--- config.mk ---
export PLATFORM = sky130hd
export DESIGN_NAME = hack_rom_loader
export DESIGN_NICKNAME = d
export VERILOG_FILES = /design/src/rtl/hack_rom_loader.sv
export SDC_FILE = /design/constraint.sdc
export NUM_CORES = 1
export LEC_CHECK = 0
export BUFFER_PORTS_ARGS = -buffer_cell sky130_fd_sc_hd__buf_2
export CAP_MARGIN = 30
export CORE_MARGIN = 5
export CORE_UTILIZATION = 53
export CTS_CLUSTER_SIZE = 40
export DETAILED_ROUTE_END_ITERATION = 8
export GPL_TIMING_DRIVEN = 0
export PLACE_DENSITY = 0.8
export REMOVE_ABC_BUFFERS = 1
export SYNTH_ARGS = -nofsm -noshare
export SYNTH_HDL_FRONTEND = slang
export SYNTH_SLANG_ARGS = --single-unit
--- constraint.sdc ---
create_clock -name clk -period 2.4 [get_ports clk]
set_input_delay 0.12 -clock clk [delete_from_list [all_inputs] [get_ports clk]]
set_output_delay 0.12 -clock clk [all_outputs]
set_load 0.02 [all_outputs]
--- src/rtl/hack_rom_loader.sv ---
// Boot loader: parses a byte-stream frame of big-endian 16-bit Hack words into
// instruction ROM from address 0. Define ROM_LOADER_CHECKSUM_EN for a trailing XOR check byte.
module hack_rom_loader #(
  parameter int ADDR_W = 15,
  parameter int DATA_W = 16
) (
  input  logic              clk,
  input  logic              reset,
  input  logic [7:0]        in_data,
  input  logic              in_valid,
  output logic              in_ready,
  output logic              rom_we,
  output logic [ADDR_W-1:0] rom_addr,
  output logic [DATA_W-1:0] rom_wdata,
  output logic              cpu_reset,
  output logic              done,
  output logic              error,
  output logic [15:0]       words_written
);

  typedef enum logic [2:0] {
    HDR_HI,
    HDR_LO,
    DATA_HI,
    DATA_LO,
`ifdef ROM_LOADER_CHECKSUM_EN
    CHK,
`endif
    RUN,
    ERR
  } state_t;

`ifdef ROM_LOADER_CHECKSUM_EN
  localparam state_t END_STATE = CHK;
`else
  localparam state_t END_STATE = RUN;
`endif

  state_t            state;
  state_t            state_next;
  logic              accept;
  logic [7:0]        n_hi;
  logic [7:0]        data_hi;
  logic [15:0]       n_words;
  logic [15:0]       hdr_n;
  logic [ADDR_W-1:0] addr;
  logic              last_word;
`ifdef ROM_LOADER_CHECKSUM_EN
  logic [7:0]        chk_acc;
`endif

  assign accept    = in_valid && in_ready;
  assign hdr_n     = {n_hi, in_data};
  assign last_word = (words_written + 16'd1) == n_words;

  always_ff @(posedge clk) begin
    if (reset) state <= HDR_HI;
    else       state <= state_next;
  end

  always_comb begin
    state_next = state;
    if (accept) begin
      case (state)
        HDR_HI:  state_next = HDR_LO;
        HDR_LO: begin
          if (hdr_n > 16'd32768)  state_next = ERR;
          else if (hdr_n == 16'd0) state_next = END_STATE;
          else                     state_next = DATA_HI;
        end
        DATA_HI: state_next = DATA_LO;
        DATA_LO: state_next = last_word ? END_STATE : DATA_HI;
`ifdef ROM_LOADER_CHECKSUM_EN
        CHK:     state_next = (in_data == chk_acc) ? RUN : ERR;
`endif
        default: state_next = state;
      endcase
    end
  end

  // done waits for the final write strobe to drain so the CPU never starts mid-write
  always_comb begin
    in_ready  = (state != RUN) && (state != ERR);
    done      = (state == RUN) && !rom_we;
    cpu_reset = !done;
    error     = (state == ERR);
  end

  always_ff @(posedge clk) begin
    if (reset) begin
      n_hi          <= '0;
      data_hi       <= '0;
      n_words       <= '0;
      addr          <= '0;
      rom_we        <= 1'b0;
      rom_addr      <= '0;
      rom_wdata     <= '0;
      words_written <= '0;
`ifdef ROM_LOADER_CHECKSUM_EN
      chk_acc       <= '0;
`endif
    end else begin
      rom_we <= 1'b0;
      if (accept) begin
        case (state)
          HDR_HI: n_hi <= in_data;
          HDR_LO: n_words <= hdr_n;
          DATA_HI: begin
            data_hi <= in_data;
`ifdef ROM_LOADER_CHECKSUM_EN
            chk_acc <= chk_acc ^ in_data;
`endif
          end
          DATA_LO: begin
            rom_we        <= 1'b1;
            rom_addr      <= addr;
            rom_wdata     <= {data_hi, in_data};
            addr          <= addr + ADDR_W'(1);
            words_written <= words_written + 16'd1;
`ifdef ROM_LOADER_CHECKSUM_EN
            chk_acc       <= chk_acc ^ in_data;
`endif
          end
          default: ;
        endcase
      end
    end
  end

endmodule

======== Word level (Yosys, flattened, before mapping) ========
Cells that the tools add are included.
word-level totals
  bits in registers ....................... 98
  word-level logic and storage cells ...... 40
  output and inout port bits .............. 52
  bits of input ports ..................... 11
operators by class
  mux-type cells .......................... 5
  equality and inequality tests ........... 8
  bitwise gates (word level) .............. 1
  $add $sub $neg .......................... 2
  magnitude comparators ................... 1
  reduce and logical (&&, ||, !) cells .... 14
operators with widths
  cell                     count
  $add A16 B1 Y16 const B  1
  $eq A16 B16 Y1           1
  $gt A16 B16 Y1 const B   1
  $logic_not A16 Y1        1
  $add A15 B1 Y15 const B  1
  $pmux W3 S4              1
  $reduce_and A2 Y1        5
  $mux W3                  3
  $eq A3 B2 Y1 const B     2
  $eq A3 B3 Y1 const B     2
  $ne A3 B3 Y1 const B     2
  $reduce_bool A4 Y1       1
  $eq A3 B1 Y1 const B     1
  $logic_and A1 B1 Y1      3
  $logic_not A3 Y1         1
  $logic_not A1 Y1         2
  $reduce_or A2 Y1         1
  $mux W1                  1
  $not A1 Y1               1

======== Longest topological paths before layout ========
  depth after elaboration ................. 5
  depth in mapped cells ................... 8
  depth with buffers taken out ............ 7

======== Worst setup path before layout ========
OpenSTA, ideal clock, no wires.
  path kind ............................... register -> register
  start point ............................. reg words_written[0]
  end point ............................... reg state[1]
  period minus slack after synthesis ...... 2.033 ns
  data required time ...................... 2.263 ns
  path slack .............................. 0.367 ns
  library setup time ...................... 0.137 ns
  arrival ................................. 1.896 ns
  buffers on the path ..................... 1
  stages on the path, launching flop included .. 9
  cell sequence ........................... dfxtp_1 ha_1 buf_2 nand2_1 xnor2_1 nand3b_1 a21o_1 a2111oi_2 a31oi_1
between the ends
  longest elaborated chain between the ends .. 4
ends and longest elaborated chain
  item                    line  text
  start, declared         18    output logic [15:0] words_written
  start signal, assigned  119   words_written <= words_written + 16'd1;
  $add A16 B1 Y16         54    assign last_word = (words_written + 16'd1) == n_words;
  $eq A16 B16 Y1          54
  $mux W3                 72    DATA_LO: state_next = last_word ? END_STATE : DATA_HI;
  $pmux W3 S4             64    case (state)
  end signal, assigned    58    else state <= state_next;
  end, declared           39    state_t state;
Every way passes these cells.
A chain may end at the register's enable or synchronous reset.

======== Final worst setup path ========
  start point ............................. reg state[0]
  end point ............................... reg state[1]
between the ends
  longest elaborated chain between the ends .. 4
  elaborated cells on any way between the ends .. 11
  those cells by class .................... 5 x eq/ne; 1 x mux; 5 x reduce/logical
ends and longest elaborated chain
  item                                line  text
  $ne A3 B3 Y1                        83    in_ready = (state != RUN) && (state != ERR);
  $logic_and A1 B1 Y1                 83
  $logic_and A1 B1 Y1                 52    assign accept = in_valid && in_ready;
  $reduce_and A2 Y1 (no source line)  --
Several ways; a longest one is shown, not always the timed one.

==> impl_metrics.yaml <==
run_status:
  status: "complete, no violations"
timing:
  hold_viol: 0
  fmax_mhz: 452
  final.setup.worst_slack_ns: 0.190
  min_period_ns: 2.21
  finalMaxSlewViolations: 0
  clock_skew_ns: 0.00729
  worstMarginPinSlew_ns: 1.00
  hold_slack_ns: 0.0395
  setup_violations: 0
  maxSlewHeadroom_pct: 32.9
  fin_crit_sh_pct: 92.1
  setup_tns_ns: 0
placed_design:
  dp_worst_setup_slack_ns: -0.393
  gp_congestion: 0.873
  dpl.hpwl_um: 6280
  place.port_buffers: 62
  place_inst: 660
clock_network:
  numCtsBuffers: 9
  numClockSinks: 98
  cts_tree: "done"
  worst_skew_pair.late_latency_ns: 0.37
  postCtsSetupBuffers: 0
  cts.reportedPaths.clkPinSlew_ns: 0.10
  cts_root_buf: "clkbuf_8"
  h-tree-depth: 3
  cts_buffer_depth: 2
routing:
  vias: 3676
  vias_per_cell: 5.43
  wl_um: 9580
  drtPass1Iterations: 5
  drt_iter0_markers: 268
  drc: 0
  routedWlPerCell_um: 14.1
  postRouteAntennaNets: 0
floorplan:
  ios: 63
  die_y_um: 99.2
  dieArea_um2: 9830
  start_util_pct: 54.5
  num_rows: 32
  core_um2: 7730
  die_w_um: 99.2
power:
  power_switching_share_pct: 26.4
  switching_power_w: 0.000749
  p_int_w: 0.00209
  vdd_ir_drop_max_mv: 0.357
  combPwrFrac_pct: 5.2
  p_seq_share_pct: 59.1
  p_leak_nw: 1.80
  power_density_nw_per_um2: 600
  clkPwrFrac_pct: 35.8
run:
  cap_viol_max_count: 0
synth:
  synth_ff_type: "dfxtp_1"
  synth_cell_types: 44
  synthCells: 530
  synth_edf_count: 0
  mappedNetlistArea_um2: 4210
  synth_top_area_share_pct: 46.6
  synth_top_cell_by_area: "dfxtp_1"
  synth.most_common_cell: "nand2_1"
  synthArstFlopShare_pct: 0
  ys_seq_area_share_pct: 46.6
  synth_common_cells: "nand2_1, dfxtp_1, a21oi_1"
  synth.area.top_cells: "dfxtp_1, nand2_1, a21oi_1"
  synth-seq-cells: 98
  syn_avg_cell_area_um2: 7.95
  yosysWarnings: 0
worst_setup_path:
  cp_data_required_time_ns: 2.63
  crit_type: "flip-flop to flip-flop"
  worstSetupEndpointType: "flip-flop"
  crit_path_start_kind: "flip-flop"
  critPathMaxFanout: 21
  worstPathArrival_ns: 2.44
final_layout:
  fin_nets: 584
  post_route_cells_drive_above_1_share_pct: 15.8
  area.growth.synth_to_final_pct: 12.4
  instances_no_fill: 677
  nFillCells: 702
  diodes: 0
  final_util_pct: 61.3
global_routing:
  overflow: 0
  grt_pass1_vias: 3384
  grt.total_usage_pct: 19.6
  grt_pass1_wl_um: 15900
  antenna_found_initial: 0
  grt_start_max_net_pins: 100
hold_path:
  hold_class: "input port to flip-flop"
## critical path, cell delays in order, from the launching register on
cell and delay [ns]:
dfxtp_1 0.63, nand3_4 0.38, a211oi_1 0.36, o2111ai_1 0.19
a2111oi_2 0.35, a31oi_1 0.15
## registers in the layout, indices dropped and copies added, names as in the netlist
signal,count
data_hi,8
rom_we,1
state,3
n_hi,8
addr,15
rom_addr,15
words_written,16
n_words,16
rom_wdata,16
## what timing repair did
item | 4_1_cts | 5_1_grt
hold buffers | 0 | 0
pin swaps | 1 | 1
cloned | 1 | 0
resized for setup | 3 | 4
setup endpoints to repair | 9 | 5
endpoints found under the hold margin | 0 | 0
## final timing paths
path / cells after the start / from / end / slack, ns
hold reg to reg: 2 / rom_addr[13]$_SDFFE_PP0P_ / rom_addr[13]$_SDFFE_PP0P_ / 0.46
setup reg to reg: 5 / state[0]$_SDFFE_PP0P_ / state[1]$_SDFFE_PP0P_ / 0.19
setup / recovery: 5 / state[0]$_SDFFE_PP0P_ / state[1]$_SDFFE_PP0P_ / 0.19
hold / removal: 3 / in_data[4] / data_hi[4]$_SDFFE_PP0P_ / 0.04
## per-layer routing
metal  track usage [%]  wire length [um]  share of wire [%]
met5                 0                 0                  0
met4              5.15                83               0.87
met1              24.3              4160                 43
met2              34.4              4890                 51
met3              4.35               443                4.6
## cells in the final DEF, fill, tap and decap left out, types with 2 or more instances in the layout
cell type     n
nand2_1     145
dfxtp_1      97
a21oi_1      69
buf_2        61
nor2_1       44
xor2_1       26
xnor2_1      25
nor3_1       12
nand3_1      11
nand4_1      10
clkbuf_8      9
and3_1        5
or3_1         5
inv_1         4
a31oi_1       4
nor4_1        4
and4_1        3
clkinv_4      3
nand3b_1      2
o21ai_0       2
ha_1          2
clkinvlp_4    2
inv_8         2
## power groups by stage
stage	clock network, W	registers (W)	logic (W)
after floorplan	0	0.00171	0.0000767
after global placement	0	0.00171	0.000137
after detailed placement	0	0.00171	0.000142
after CTS	0.00104	0.00168	0.000145
after global routing	0.00112	0.00168	0.000165
final	0.00102	0.00168	0.000147
## cells by family after synthesis
| group | synth area share (%) |
|---|---|
| buffers and inverters | 4.04 |
| adder cells (fa/ha/maj) | 0.891 |
| XOR/XNOR | 10.6 |
| AO/OA/AOI/OAI | 11.1 |
| AND/OR/NAND/NOR | 26.8 |
| flip-flops | 46.6 |
## final cells by class
type                    instances  area [um^2]  area share (%)
clock buffers                   9          124            2.62
clock inverters                 7         63.8            1.35
inverters                       4         15.0           0.317
multi-input cells             395         2130            45.0
flip-flops and latches         98         1960            41.5
well taps                     102          128            2.70
repair buffers                 62          313            6.61
## stage by stage
step / cell area (um^2) / total power [W]
detailed placement: 4510 / 0.00185
global route: 4730 / 0.00297
finish: 4730 / 0.00284
CTS: 4720 / 0.00286
global placement: 4500 / 0.00185
floorplan: 4060 / 0.00178
Power figures use the tool's default switching activity.
